$ cat config.mk
export PLATFORM = sky130hd
export DESIGN_NAME = sm_alu_seq
export DESIGN_NICKNAME = d
export VERILOG_FILES = /design/src/rtl/sm_alu_seq.sv
export SDC_FILE = /design/constraint.sdc
export NUM_CORES = 1
export LEC_CHECK = 0
export CELL_PAD_IN_SITES_DETAIL_PLACEMENT = 0
export CELL_PAD_IN_SITES_GLOBAL_PLACEMENT = 2
export CORE_MARGIN = 3
export CORE_UTILIZATION = 35
export CTS_BUF_LIST = sky130_fd_sc_hd__clkbuf_8
export DETAILED_ROUTE_END_ITERATION = 16
export GPL_TIMING_DRIVEN = 0
export PLACE_DENSITY = 0.82
export SLEW_MARGIN = 5
export SYNTH_ARGS = -nofsm -noshare
export SYNTH_HDL_FRONTEND = slang
export SYNTH_SLANG_ARGS = --single-unit
$ cat constraint.sdc
create_clock -name clk -period 4.3 [get_ports clk]
set_input_delay 0.43 -clock clk [delete_from_list [all_inputs] [get_ports clk]]
set_output_delay 0.43 -clock clk [all_outputs]
set_load 0.05 [all_outputs]
$ cat src/rtl/sm_alu_seq.sv
// Sign-magnitude add/sub/mul/div unit with start/done handshake; mul and div iterate one bit per cycle.
// Define SM_ALU_REMAINDER_EN to return the divide remainder in resultado[2W-1:W].
module sm_alu_seq #(
   parameter int W = 10
) (
   input  logic           clk,
   input  logic           rst,
   input  logic           start,
   input  logic [W-1:0]   num1,
   input  logic           sig1,
   input  logic [W-1:0]   num2,
   input  logic           sig2,
   input  logic [1:0]     oper,
   output logic           busy,
   output logic           done,
   output logic           error,
   output logic [2*W-1:0] resultado,
   output logic           signo_resultado
);

   localparam int CW = $clog2(W + 1);

   typedef enum logic [1:0] {IDLE, CALC, FIN} state_t;

   state_t           state;
   logic [W-1:0]     a_mag, b_mag;
   logic             a_sig, b_sig, res_sig;
   logic [1:0]       op;
   logic [CW-1:0]    cnt;
   logic [2*W-1:0]   acc, mcand;
   logic [W-1:0]     mplier, rem, quo;

   logic             b_eff_sig, add_sig;
   logic [W:0]       add_mag;
   logic [W:0]       shifted;
   logic             div_ge;
   logic [W-1:0]     div_diff;
   logic [2*W-1:0]   fin_mag;
   logic             fin_sig, fin_err;
   logic [W-1:0]     rem_field;

   // Signed add; subtraction just flips the sign of B before the same path
   always_comb begin
      b_eff_sig = (op == 2'd1) ? ~b_sig : b_sig;
      if (a_sig == b_eff_sig) begin
         add_mag = {1'b0, a_mag} + {1'b0, b_mag};
         add_sig = a_sig;
      end else if (a_mag >= b_mag) begin
         add_mag = {1'b0, a_mag} - {1'b0, b_mag};
         add_sig = a_sig;
      end else begin
         add_mag = {1'b0, b_mag} - {1'b0, a_mag};
         add_sig = b_eff_sig;
      end
   end

   // One restoring-division step; the partial remainder is always below b_mag, so W-bit wraparound subtraction is exact
   always_comb begin
      shifted  = {rem, quo[W-1]};
      div_ge   = (shifted >= {1'b0, b_mag});
      div_diff = shifted[W-1:0] - b_mag;
   end

`ifdef SM_ALU_REMAINDER_EN
   assign rem_field = rem;
`else
   assign rem_field = '0;
`endif

   always_comb begin
      fin_mag = acc;
      fin_sig = res_sig;
      fin_err = 1'b0;
      case (op)
         2'd2: fin_sig = a_sig ^ b_sig;
         2'd3: begin
            if (b_mag == '0) begin
               fin_mag = '0;
               fin_err = 1'b1;
               fin_sig = 1'b0;
            end else begin
               fin_mag = {rem_field, quo};
               fin_sig = (quo != '0) && (a_sig ^ b_sig);
            end
         end
         default: ;
      endcase
      if (op != 2'd3 && fin_mag == '0)
         fin_sig = 1'b0;
   end

   // Control FSM plus the iterative datapath; cnt==0 in CALC is the setup cycle for mul/div
   always_ff @(posedge clk or posedge rst) begin
      if (rst) begin
         state           <= IDLE;
         busy            <= 1'b0;
         done            <= 1'b0;
         error           <= 1'b0;
         resultado       <= '0;
         signo_resultado <= 1'b0;
         a_mag           <= '0;
         b_mag           <= '0;
         a_sig           <= 1'b0;
         b_sig           <= 1'b0;
         res_sig         <= 1'b0;
         op              <= '0;
         cnt             <= '0;
         acc             <= '0;
         mcand           <= '0;
         mplier          <= '0;
         rem             <= '0;
         quo             <= '0;
      end else begin
         done <= 1'b0;
         case (state)
            IDLE: begin
               if (start) begin
                  a_mag <= num1;
                  a_sig <= sig1;
                  b_mag <= num2;
                  b_sig <= sig2;
                  op    <= oper;
                  cnt   <= '0;
                  busy  <= 1'b1;
                  state <= CALC;
               end
            end
            CALC: begin
               if (!op[1]) begin
                  acc     <= {{(W-1){1'b0}}, add_mag};
                  res_sig <= add_sig;
                  state   <= FIN;
               end else if (op == 2'd3 && b_mag == '0) begin
                  state <= FIN;
               end else if (cnt == '0) begin
                  acc    <= '0;
                  mcand  <= {{W{1'b0}}, a_mag};
                  mplier <= b_mag;
                  rem    <= '0;
                  quo    <= a_mag;
                  cnt    <= CW'(1);
               end else begin
                  if (op == 2'd2) begin
                     if (mplier[0])
                        acc <= acc + mcand;
                     mcand  <= mcand << 1;
                     mplier <= mplier >> 1;
                  end else begin
                     rem <= div_ge ? div_diff : shifted[W-1:0];
                     quo <= {quo[W-2:0], div_ge};
                  end
                  if (cnt == CW'(W))
                     state <= FIN;
                  else
                     cnt <= cnt + CW'(1);
               end
            end
            FIN: begin
               resultado       <= fin_mag;
               signo_resultado <= fin_sig;
               error           <= fin_err;
               done            <= 1'b1;
               busy            <= 1'b0;
               state           <= IDLE;
            end
            default: state <= IDLE;
         endcase
      end
   end

endmodule

---- Word level (Yosys, flattened, before mapping) ----
Cells that the tools add are included.
W data, S select, Z words.
word-level totals
  bits in registers ....................... 125
  input port bits ......................... 27
  output and inout bits ................... 24
  logic and storage cells ................. 108
operators by class
  add/sub/neg operators ................... 6
  order comparisons ....................... 2
  equality and inequality tests ........... 18
  multiplexer cells ....................... 41
  bitwise operators ....................... 4
  reduce and logical (&&, ||, !) cells .... 19
operators with widths
  cell                  count
  $mux W20              8
  $mux W10              8
  $mux W11              2
  $sub A10 B10 Y11      2
  $add A20 B20 Y20      1
  $logic_not A20 Y1     1
  $mux W4               5
  $ne A2 B2 Y1 const B  6
  $reduce_and A4 Y1     3
  $add A10 B10 Y11      1
  $ge A11 B10 Y1        1
  $ge A10 B10 Y1        1
  $logic_not A10 Y1     1
  $mux W2               5
  $reduce_bool A10 Y1   1
  $sub A10 B10 Y10      1
  $mux W1               9
  $ne A4 B4 Y1 const B  2
  $pmux W4 S2           1
  $eq A2 B2 Y1 const B  3
  $ne A3 B1 Y1 const B  2
  $reduce_and A2 Y1     3
  $reduce_bool A2 Y1    3
  $reduce_and A5 Y1     1
  13 further kinds      19

---- Longest topological paths before layout ----
Gate-level depths: netlist of the first run.
  word-level depth ........................ 6
  depth in mapped cells ................... 10
  gate-level depth less buffers ........... 10

---- Worst setup path after synthesis of the first run ----
No wires, ideal clock.
  path kind ............................... flip-flop to flip-flop
  start point ............................. register a_mag[1]
  end point ............................... register acc[6]
  setup time .............................. 126 ps
  data arrival time ....................... 2,532 ps
  path slack .............................. 1,642 ps
  cell stages (with the launch flop) ...... 10
  clock period less this slack ............ 2,658 ps
  cell sequence ........................... dfrtp_1 > inv_1 > ha_1 > nand2b_1 > a21oi_2 > o31a_1 > or4_4 > a32oi_2 > xnor2_1 > a221o_1
between the ends
  cells in the longest elaborated chain, start to end .. 4
RTL lines
  item                                            RTL line  RTL
  from (decl)                                     26        logic [W-1:0] a_mag, b_mag;
  from (signal assigned)                          118       a_mag <= num1;
  $sub A10 B10 Y11, or another cell as far along  52        add_mag = {1'b0, b_mag} - {1'b0, a_mag};
  $mux W11                                        48        end else if (a_mag >= b_mag) begin
  $mux W11 (*)                                    45        if (a_sig == b_eff_sig) begin
  $mux W20 (*)                                    129       if (!op[1]) begin
  to (signal assigned)                            130       acc <= {{(W-1){1'b0}}, add_mag};
  to (signal assigned)                            145       acc <= acc + mcand;
  to (decl)                                       30        logic [2*W-1:0] acc, mcand;
Every way passes the cells marked *; elsewhere a longest branch is shown, timed or not.
A chain may end at the register's enable or synchronous reset.

---- Worst setup path in the final report of the first run ----
  start point ............................. register b_mag[1]
  end point ............................... register rem[2]
between the ends
  cells in the longest elaborated chain, start to end .. 4
RTL lines
  item                                                    RTL line  RTL
  from (decl)                                             26
  from (signal assigned)                                  120       b_mag <= num2;
  $sub A10 B10 Y10, or another cell as far along          61        div_diff = shifted[W-1:0] - b_mag;
  $mux W10 / $logic_and A1 B1 Y1 (equally long branches)  149, 133
  $mux W10 / $not A1 Y1 (equally long branches)           -
  $mux W10 / $reduce_and A4 Y1 (equally long branches)    -
  to (signal assigned)                                    149       rem <= div_ge ? div_diff : shifted[W-1:0];
  to (decl)                                               31        logic [W-1:0] mplier, rem, quo;
Several ways; a longest one is shown, not always the timed one. The select of a mux whose other input is x is not followed.

==> implementation parameters, run 1 <==
Parameter                              Value

GRT
  Gr ovfl total    0
  First-pass GRT wire length    40700 um
  Aggregate global-route resource usage    20.4%
  Maximum number of pins on one net before global-route repair    89
  Via count of the first global-routing pass    7014
  Initial antenna violation count    0

Clock tree
  Sinks on the clock net    125
  Total setup buffers inserted after CTS    0
  Clock root cell    sky130_fd_sc_hd__clkbuf_8
  Clock tree from TritonCTS    yes
  Clock insertion delay at the later pin of the skew report    0.45 ns
  H-tree depth    4
  Number of buffers between clock root and the deepest sink    2
  Post-CTS clock slew at the launch and capture registers of the worst setup and hold paths    0.09 ns
  Number of clock buffers inserted by TritonCTS    17
  Number of buffers inserted for hold repair after clock tree synthesis    0
  Number of cells upsized or downsized after cts    0

Logic synthesis
  Mean post-synth cell area    8.71 um2
  Share of Yosys cell area claimed by the top area cell type    37.8%
  Number of nets in the synthesized netlist    1043
  Number of warnings issued by yosys    0
  Most frequently used cell type in the post-synthesis netlist    sky130_fd_sc_hd__dfrtp_1
  Post-synthesis instance area    0.00827 mm2
  Cells taking the most area after synthesis    sky130_fd_sc_hd__dfrtp_1 38%, sky130_fd_sc_hd__ha_1 9.4%, sky130_fd_sc_hd__nand2_1 5.4%
  Top cell type by total area after synthesis    sky130_fd_sc_hd__dfrtp_1
  Synth Instances    949
  Register bit total from synthesis    125
  Yosys cell types    80
  Async S/R FF share, synth    100%
  Count of flip-flops with a built-in enable after synthesis    0
  Synth cell count leaders    125 x sky130_fd_sc_hd__dfrtp_1, 120 x sky130_fd_sc_hd__nand2_1, 80 x sky130_fd_sc_hd__o21ai_0
  Top flip-flop cell by instance count after synthesis    sky130_fd_sc_hd__dfrtp_1
  Sequential element share of the synthesized area    37.8%

Placed design
  Placed wire-length estimate    20600 um
  Placed instance area    0.00921 mm2
  RD Place Congestion    0.906
  Buffers added on ports    50
  Post-Place Worst Slack    0.878 ns

Floorplan
  Row count    55
  Core area    0.0229 mm2
  Total die area    0.0255 mm2
  Die span in y    160 um
  Die X-Extent    160 um
  Initial Utilization    36.1%
  Top-level port count    51

Cells and area
  Post-route design area    0.00961 mm2
  Fraction of final layout cells with drive strength greater than 1    6.78%
  Layout Nets    1114
  Area growth from synthesis to layout    16.2%
  Diodes inserted    0
  Sequential cell area    0.00313 mm2
  FILL cells    2368
  Area of combinational cells with multiple inputs    0.00472 mm2

Worst setup path
  Start point of the critical path    b_mag[1]
  CP Class    reg -> reg
  Critical path endpoint category    flip-flop
  Category of cells accounting for the largest share of critical-path delay    compound AO/OA/AOI/OAI gates
  Worst path cell trace    inv_1, ha_1, nor2b_1, o31a_1, o21ai_1, a21oi_1, a41oi_2, clkbuf_1, nand3_1, o311ai_1
  Crit-path max FO    10
  Worst reg-to-reg setup slack    0.89 ns
  Capturing element of the worst setup path    rem[2]
  Worst reg2reg path endpoint    rem[2]
  Crit path largest cell delay    0.62 ns
  Data arrival time of the critical path    3.75 ns
  Cell with the largest stage delay on the worst path    sky130_fd_sc_hd__dfrtp_1
  Cells on worst reg2reg path    10
  Critical Path Start Type    flip-flop
  Count of cell instances traversed by the critical path    10
  Data required time of the worst path    4.63 ns
  Worst reg2reg path startpoint    b_mag[1]
  Buf+Inv Stages, Crit Path    2

Outcome
  Run status    complete, no violations

STA
  Clock period minus final worst setup slack    3.41 ns
  Total Neg Setup Slack    0 ns
  Layout Skew    0.0208 ns
  Tcrit/Tclk final    79.4%
  Pins Over Slew Limit    0
  Worst-margin pin slew    0.917 ns
  Setup repair after global routing missed its margin    no
  Count of final setup violators    0
  Final hold slack    0.347 ns
  Worst Setup Slack, final    0.886 ns
  Max transition margin    38.4%
  Max Clk Rate    293 MHz
  Hold violation count in the final report    0

Drt
  Routed wirelength normalized by instance count    19.4 um
  Vias after detailed routing    7166
  Detailed-route vias per instance    5.32
  Antenna Nets Post-Route    0
  Drt drc    0
  DR pass1 iterations    6
  Initial DRC Count    570
  Overall routed net length    26200 um

Hold path
  Worst hold path class    in -> async

Power
  VDD IR-drop max    0.000302 V
  Leakage power summed over all cells    4.31 nW
  Power density over cell area    840 mW/mm2
  Overall power of the completed layout    8.07 mW

Job
  Max-cap violations    0
-- state kept, by name (all words and copies together), names as in the netlist, 10 cells and up --
signal / cells
resultado: 20
rem: 10
mcand: 20
acc: 20
mplier: 10
quo: 10
b_mag: 10
a_mag: 10
-- cells in the final DEF (no fill, tap or decap), types with 19 or more instances in the layout --
cell type and count:
sky130_fd_sc_hd__o21ai_1 24, sky130_fd_sc_hd__o21ai_0 80, sky130_fd_sc_hd__dfrtp_1 125, sky130_fd_sc_hd__nand2_1 120, sky130_fd_sc_hd__clkbuf_8 19, sky130_fd_sc_hd__clkdlybuf4s50_1 50, sky130_fd_sc_hd__a21oi_1 68, sky130_fd_sc_hd__nor3_1 25
sky130_fd_sc_hd__ha_1 62, sky130_fd_sc_hd__inv_1 59, sky130_fd_sc_hd__nor2_1 67, sky130_fd_sc_hd__clkbuf_1 34
-- where the power goes --
group	switching (mW)	internal, mW
Clock	0.513	0.547
Sequential	0.478	1.55
Combinational	3.16	1.83
-- cell type report --
class	count	share of cell area, %
buffer	43	1.98
clock buffer	19	2.72
clock inverter	13	1.45
inverter	62	2.47
multi-input combinational	719	49.2
sequential	125	32.6
tap	313	4.08
timing repair buffer	52	5.57
-- worst min-delay path by stage --
| stage | from | endpoint | slack [ns] | cells after the start |
|---|---|---|---|---|
| detailed placement | mplier[3] | mplier[3] | 0.47 | 2 |
| global placement | mplier[1] | mplier[1] | 0.46 | 2 |
| floorplan | mplier[1] | mplier[1] | 0.45 | 2 |
| global route | rst | mcand[0] | 0.36 | 2 |
| CTS | rst | mcand[0] | 0.34 | 2 |
| finish | rst | mcand[0] | 0.35 | 2 |
-- worst reg2reg max path, cell delays in order (launching register included) --
cell and delay [ns]:
sky130_fd_sc_hd__dfrtp_1 0.62, sky130_fd_sc_hd__inv_1 0.29, sky130_fd_sc_hd__ha_1 0.38, sky130_fd_sc_hd__nor2b_1 0.15
sky130_fd_sc_hd__o31a_1 0.25, sky130_fd_sc_hd__o21ai_1 0.19, sky130_fd_sc_hd__a21oi_1 0.19, sky130_fd_sc_hd__a41oi_2 0.56
sky130_fd_sc_hd__clkbuf_1 0.43, sky130_fd_sc_hd__nand3_1 0.13, sky130_fd_sc_hd__o311ai_1 0.12
-- routing by layer --
layer  track usage (%)  vias to the layer above  part of all wire [%]
li1                  -                     3567                     -
met2              34.2                      155                    48
met5                 0                        -                     0
met1              27.8                     3416                    47
met4              4.54                        0                   1.4
met3              3.37                       28                   3.3
-- logic make-up (layout without fill, tap and decap cells) --
group | count (synthesis) | in the layout | share of synthesized area (%)
muxes | 17 | 17 | 2.18
DFF | 125 | 125 | 37.8
buffers and inverters | 105 | 189 | 5.11
xor gates and xnor gates | 26 | 26 | 2.75
AOI/OAI and AO/OA | 295 | 295 | 23.5
and+or+nand+nor | 314 | 314 | 18.0
adders and majority gates | 67 | 67 | 10.6
-- through the flow --
stage               instances  utilization [%]
finish                   1346             41.9
global route             1346             41.9
CTS                      1346             41.9
detailed placement       1314             40.2
global placement         1312             40.0
floorplan                 949                -
Power figures use the tool's default switching activity.
==> run 2: changes to the inputs <==
- clock period: 4.3 -> 3.4 ns (I/O delays scaled with it)
==> implementation parameters, run 2 (synthesis gave the netlist of run 1 again) <==
Parameter                              Value

Drt
  Initial DRC Count    491 (-14%)
  Antenna Nets Post-Route    0 (unchanged)
  Vias after detailed routing    7257 (+1.3%)
  Routed wirelength normalized by instance count    19.4 um (-0.11%)
  Drt drc    0 (unchanged)
  Overall routed net length    26200 um (about the same)
  DR pass1 iterations    5 (-1)
  Detailed-route vias per instance    5.38 (+1.1%)

Cells and area
  FILL cells    2374 (+0.25%)
  Layout Nets    1116 (+0.18%)
  Area growth from synthesis to layout    16.8%
  Diodes inserted    0 (unchanged)
  Fraction of final layout cells with drive strength greater than 1    6.86% (+0.084 points)
  Most frequent cells in the layout    125 x sky130_fd_sc_hd__dfrtp_1, 120 x sky130_fd_sc_hd__nand2_1, 80 x sky130_fd_sc_hd__o21ai_0
  Core occupancy in the finished layout    42.2% (+0.23 points)
  Most frequent standard cell in the layout excluding fill and tap cells    sky130_fd_sc_hd__dfrtp_1
  Largest registers    acc x20, mcand x20, resultado x20

Floorplan
  Top-level port count    51 (unchanged)
  Total die area    0.0255 mm2 (unchanged)
  Core area    0.0229 mm2 (unchanged)
  Die X-Extent    160 um (unchanged)
  Row count    55 (unchanged)
  Initial Utilization    36.1% (unchanged)
  Die span in y    160 um (unchanged)

STA
  Worst-margin pin slew    0.818 ns (-0.0990 ns)
  Tcrit/Tclk final    92.0% (+13 points)
  Worst Setup Slack, final    0.272 ns (-0.614 ns)
  Pins Over Slew Limit    0 (unchanged)
  Layout Skew    0.0179 ns (-0.00287 ns)
  Max Clk Rate    320 MHz (+9.1%)
  Setup repair after global routing missed its margin    no
  Count of final setup violators    0 (unchanged)
  Max transition margin    45.3% (+6.9 points)
  Total Neg Setup Slack    0 ns (unchanged)
  Clock period minus final worst setup slack    3.13 ns (-0.286 ns)
  Hold violation count in the final report    0 (unchanged)

Clock tree
  H-tree depth    4 (unchanged)
  Number of buffers between clock root and the deepest sink    2 (unchanged)
  Post-CTS clock slew at the launch and capture registers of the worst setup and hold paths    0.08 ns (about the same)
  Clock tree from TritonCTS    yes
  Clock root cell    sky130_fd_sc_hd__clkbuf_8
  Sinks on the clock net    125 (unchanged)
  Number of clock buffers inserted by TritonCTS    17 (unchanged)
  Total setup buffers inserted after CTS    0 (unchanged)
  Number of buffers inserted for hold repair after clock tree synthesis    0 (unchanged)
  Clock insertion delay at the later pin of the skew report    0.45 ns (about the same)
  Number of cells upsized or downsized after cts    0 (unchanged)

GRT
  Via count of the first global-routing pass    7262 (+3.5%)
  First-pass GRT wire length    42200 um (+3.6%)
  Maximum number of pins on one net before global-route repair    37 (-58%)
  Aggregate global-route resource usage    20.9% (+0.47 points)
  Gr ovfl total    0 (unchanged)
  Initial antenna violation count    0 (unchanged)

Worst setup path
  Cell with the largest stage delay on the worst path    sky130_fd_sc_hd__dfrtp_1
  Critical Path Start Type    flip-flop
  Data arrival time of the critical path    3.46 ns (-0.29 ns)
  Crit path largest cell delay    0.60 ns (-0.02 ns)
  Data required time of the worst path    3.73 ns (-0.90 ns)
  CP Class    reg -> reg
  Cells on worst reg2reg path    10 (unchanged)
  Worst path cell trace    inv_1, ha_1, nor2b_1, o31a_1, o21ai_1, a21oi_1, a41oi_4, clkbuf_2, nand3_1, o311ai_1
  Worst reg2reg path endpoint    rem[2]
  Critical path endpoint category    flip-flop
  Worst reg-to-reg setup slack    0.27 ns (-0.61 ns)
  Crit-path max FO    10 (unchanged)
  Worst reg2reg path startpoint    b_mag[1]

Placed design
  Placed wire-length estimate    20700 um (+0.47%)
  RD Place Congestion    0.897 (-1.0%)
  Buffers added on ports    50 (unchanged)
  Post-Place Worst Slack    0.0388 ns (-0.839 ns)

Outcome
  Run status    complete, no violations

Power
  VDD IR-drop max    0.000327 V (+8.3%)
  Power density over cell area    1060 mW/mm2 (+27%)
  Leakage power summed over all cells    4.34 nW (+0.79%)

Hold path
  Worst hold path class    in -> async

Job
  Max-cap violations    0 (unchanged)
## run 2: cell type report
type	count	area, um2	area share (%)
plain buffers	43	191	1.98
clock buffers	19	262	2.71
clock inverters	13	149	1.54
inverters	62	236	2.45
multi-input cells	719	4730	49.0
flip-flops and latches	125	3130	32.4
well taps	313	392	4.05
repair buffers	54	568	5.88
## run 2: worst max path at each step
| stage | startpoint | to | slack [ns] | cells past startpoint |
|---|---|---|---|---|
| floorplan | a_mag[1] | acc[6] | 0.74 | 9 |
| global placement | b_mag[1] | rem[2] | 0.03 | 10 |
| detailed placement | b_mag[1] | rem[2] | 0.04 | 10 |
| CTS | b_mag[1] | rem[2] | 0.02 | 10 |
| global route | b_mag[1] | mcand[4] | 0.02 | 7 |
| finish | b_mag[1] | rem[2] | 0.27 | 10 |
## run 2: critical path: cells and delay by family (launching register included)
| family | cells | cell delay, ns |
|---|---|---|
| compound gates | 5 | 1.23 |
| flops | 1 | 0.60 |
| buf+inv | 2 | 0.57 |
| fa+ha+maj | 1 | 0.37 |
| simple gates | 2 | 0.25 |
## run 2: stage by stage
step / instances / hold WS [ns] / power [mW] / cell area (um2)
2_1_floorplan: 949 / 0.450 / 6.93 / 8270
3_3_place_gp: 1312 / 0.466 / 8.87 / 9170
3_5_place_dp: 1316 / 0.474 / 8.88 / 9240
4_1_cts: 1348 / 0.328 / 10.3 / 9650
5_1_grt: 1348 / 0.390 / 11.2 / 9660
6_report: 1348 / 0.335 / 10.3 / 9660
## run 2: power by group
part | leakage [nW] | total, mW | internal, mW | switching (mW)
registers | 1.64 | 2.55 | 1.96 | 0.593
logic | 2.49 | 6.35 | 2.32 | 4.03
clock network | 0.210 | 1.39 | 0.754 | 0.632
## run 2: per-layer routing
metal	part of all wire, %	up-vias	routed length (um)	GRT usage, %
li1	-	3567	-	-
met1	46	3481	12100	28.0
met2	47	166	12200	33.9
met3	3.7	43	959	3.09
met4	3.6	0	952	8.67
met5	0	-	0	0
==> run 3: changes to the inputs <==
- MAX_ROUTING_LAYER: default -> met4
==> implementation parameters, run 3 (synthesis gave the netlist of run 1 again) <==
Parameter                              Value

Outcome
  Run status    complete, no violations

Cells and area
  Most frequent cells in the layout    125 x sky130_fd_sc_hd__dfrtp_1, 120 x sky130_fd_sc_hd__nand2_1, 80 x sky130_fd_sc_hd__o21ai_0
  Number of non-filler instances in the completed layout    1348 (unchanged)
  Most frequent standard cell in the layout excluding fill and tap cells    sky130_fd_sc_hd__dfrtp_1
  Largest registers    acc x20, mcand x20, resultado x20
  Area growth from synthesis to layout    16.9% (about the same)
  Layout Nets    1116 (unchanged)
  Diodes inserted    0 (unchanged)
  Fraction of final layout cells with drive strength greater than 1    7.05% (+0.19 points)
  FILL cells    2347 (-1.1%)

Drt
  Detailed-route vias per instance    5.41 (+0.50%)
  Drt drc    0 (unchanged)
  Routed wirelength normalized by instance count    19.6 um (+0.86%)
  Overall routed net length    26400 um (+0.86%)
  Top Layer Used    met4
  Routed met2 length    12200 um (+0.25%)
  Initial DRC Count    501 (+2.0%)
  Met1 layer wirelength in the final routing    12400 um (+2.5%)
  DR pass1 iterations    8 (+3)
  Antenna Nets Post-Route    0 (unchanged)
  Vias after detailed routing    7293 (+0.50%)
  Met3 Routed Length    923 um (-3.8%)

Worst setup path
  Data required time of the worst path    3.73 ns (about the same)
  Crit-path max FO    10 (unchanged)
  Data arrival time of the critical path    3.50 ns (+0.04 ns)
  Worst reg2reg path startpoint    b_mag[1]
  Worst reg-to-reg setup slack    0.23 ns (-0.04 ns)
  Cells on worst reg2reg path    10 (unchanged)
  Cell with the largest stage delay on the worst path    sky130_fd_sc_hd__dfrtp_1
  Crit path largest cell delay    0.58 ns (-0.02 ns)
  CP Class    reg -> reg
  Worst reg2reg path endpoint    rem[2]
  Critical path endpoint category    flip-flop
  Worst path cell trace    inv_1, ha_1, nor2b_1, o31a_1, o21ai_1, a21oi_1, a41oi_4, clkbuf_2, nand3_1, o311ai_1
  Critical Path Start Type    flip-flop

Clock tree
  Clock root cell    sky130_fd_sc_hd__clkbuf_8
  Post-CTS clock slew at the launch and capture registers of the worst setup and hold paths    0.09 ns (about the same)
  H-tree depth    4 (unchanged)
  Clock tree from TritonCTS    yes
  Number of buffers inserted for hold repair after clock tree synthesis    0 (unchanged)
  Clock insertion delay at the later pin of the skew report    0.46 ns (about the same)
  Number of clock buffers inserted by TritonCTS    17 (unchanged)
  Total setup buffers inserted after CTS    0 (unchanged)
  Sinks on the clock net    125 (unchanged)
  Number of buffers between clock root and the deepest sink    2 (unchanged)

GRT
  Maximum number of pins on one net before global-route repair    36 (-2.7%)
  Aggregate global-route resource usage    21.6% (+0.68 points)
  Via count of the first global-routing pass    7267 (+0.069%)
  Initial antenna violation count    0 (unchanged)
  First-pass GRT wire length    42000 um (-0.44%)
  Gr ovfl total    0 (unchanged)

Placed design
  Number of placed cells counting well taps    1316 (unchanged)
  Buffers added on ports    50 (unchanged)
  RD Place Congestion    0.902 (+0.59%)
  Placed wire-length estimate    20800 um (+0.67%)

STA
  Total Neg Setup Slack    0 ns (unchanged)
  Clock period minus final worst setup slack    3.17 ns (+0.0394 ns)
  Setup repair after global routing missed its margin    no
  Count of final setup violators    0 (unchanged)
  Layout Skew    0.0187 ns (+0.000843 ns)
  Worst-margin pin slew    0.887 ns (+0.0690 ns)
  Max transition margin    40.4% (-4.9 points)
  Tcrit/Tclk final    93.2% (+1.2 points)
  Pins Over Slew Limit    0 (unchanged)
  Hold violation count in the final report    0 (unchanged)
  Max Clk Rate    316 MHz (-1.2%)

Power
  VDD IR-drop max    0.000371 V (+13%)
  Power density over cell area    1070 mW/mm2 (+0.29%)
  Leakage power summed over all cells    4.33 nW (-0.22%)

Floorplan
  Die span in y    160 um (unchanged)
  Total die area    0.0255 mm2 (unchanged)
  Die X-Extent    160 um (unchanged)
  Initial Utilization    36.1% (unchanged)
  Row count    55 (unchanged)
  Core area    0.0229 mm2 (unchanged)
  Top-level port count    51 (unchanged)

Hold path
  Worst hold path class    in -> async

Job
  Max-cap violations    0 (unchanged)
-- run 3: cell count changes in the layout (fill, tap and decap cells not counted), sizes merged --
cell / before / now
clkinv: 5 / 4
bufinv: 3 / 2
inv: 63 / 67
clkbuf: 53 / 51
-- run 3: layer usage --
metal	vias to the layer above	track usage, %
li1	3570	-
met1	3489	28.3
met2	184	34.0
met3	50	3.11
met4	0	8.04
met5	-	-
-- run 3: worst max path at each step --
| stage | start | endpoint | slack [ns] |
|---|---|---|---|
| finish | b_mag[1] | rem[2] | 0.23 |
| global route | b_mag[1] | rem[2] | 0.04 |
| CTS | b_mag[1] | rem[2] | 0.007 |
| detailed placement | b_mag[1] | rem[2] | 0.03 |
| global placement | b_mag[1] | rem[2] | 0.05 |
| floorplan | a_mag[1] | acc[6] | 0.74 |
-- run 3: per-stage QoR --
stage	area, um2	utilization [%]	hold slack [ns]	power (mW)	setup slack [ns]
2_1_floorplan	8270	-	0.450	6.93	0.742
3_3_place_gp	9170	40.0	0.463	8.87	0.0459
3_5_place_dp	9240	40.3	0.470	8.88	0.0315
4_1_cts	9650	42.1	0.332	10.3	0.00689
5_1_grt	9660	42.2	0.386	11.2	0.0377
6_report	9660	42.2	0.333	10.3	0.233
-- run 3: report_power, final --
part	switching [mW]	internal, mW	leakage, nW
Combinational	4.05	2.32	2.49
Sequential	0.591	1.96	1.64
Clock	0.721	0.676	0.200
-- run 3: critical path: cells and delay by family, from the launching register on --
kind | cells | cell delay [ns]
DFF | 1 | 0.58
buffers and inverters | 2 | 0.57
adders and majority gates | 1 | 0.35
and+or+nand+nor | 2 | 0.25
AOI/OAI and AO/OA | 5 | 1.28
-- run 3: timing repair --
| item | 4_1_cts | 5_1_grt |
|---|---|---|
| setup endpoints to repair | 0 | 8 |
| gates resized for setup | 0 | 3 |
| hold endpoints to repair | 0 | 0 |
-- run 3: cell type report --
class                           instances  area, um2  share of cell area, %
Tap cell                              313        392                   4.05
Inverter                               62        236                   2.45
Timing Repair Buffer                   54        568                   5.88
Clock inverter                         15        179                   1.85
Sequential cell                       125       3130                   32.4
Clock buffer                           17        234                   2.42
Buffer                                 43        191                   1.98
Multi-Input combinational cell        719       4730                   49.0
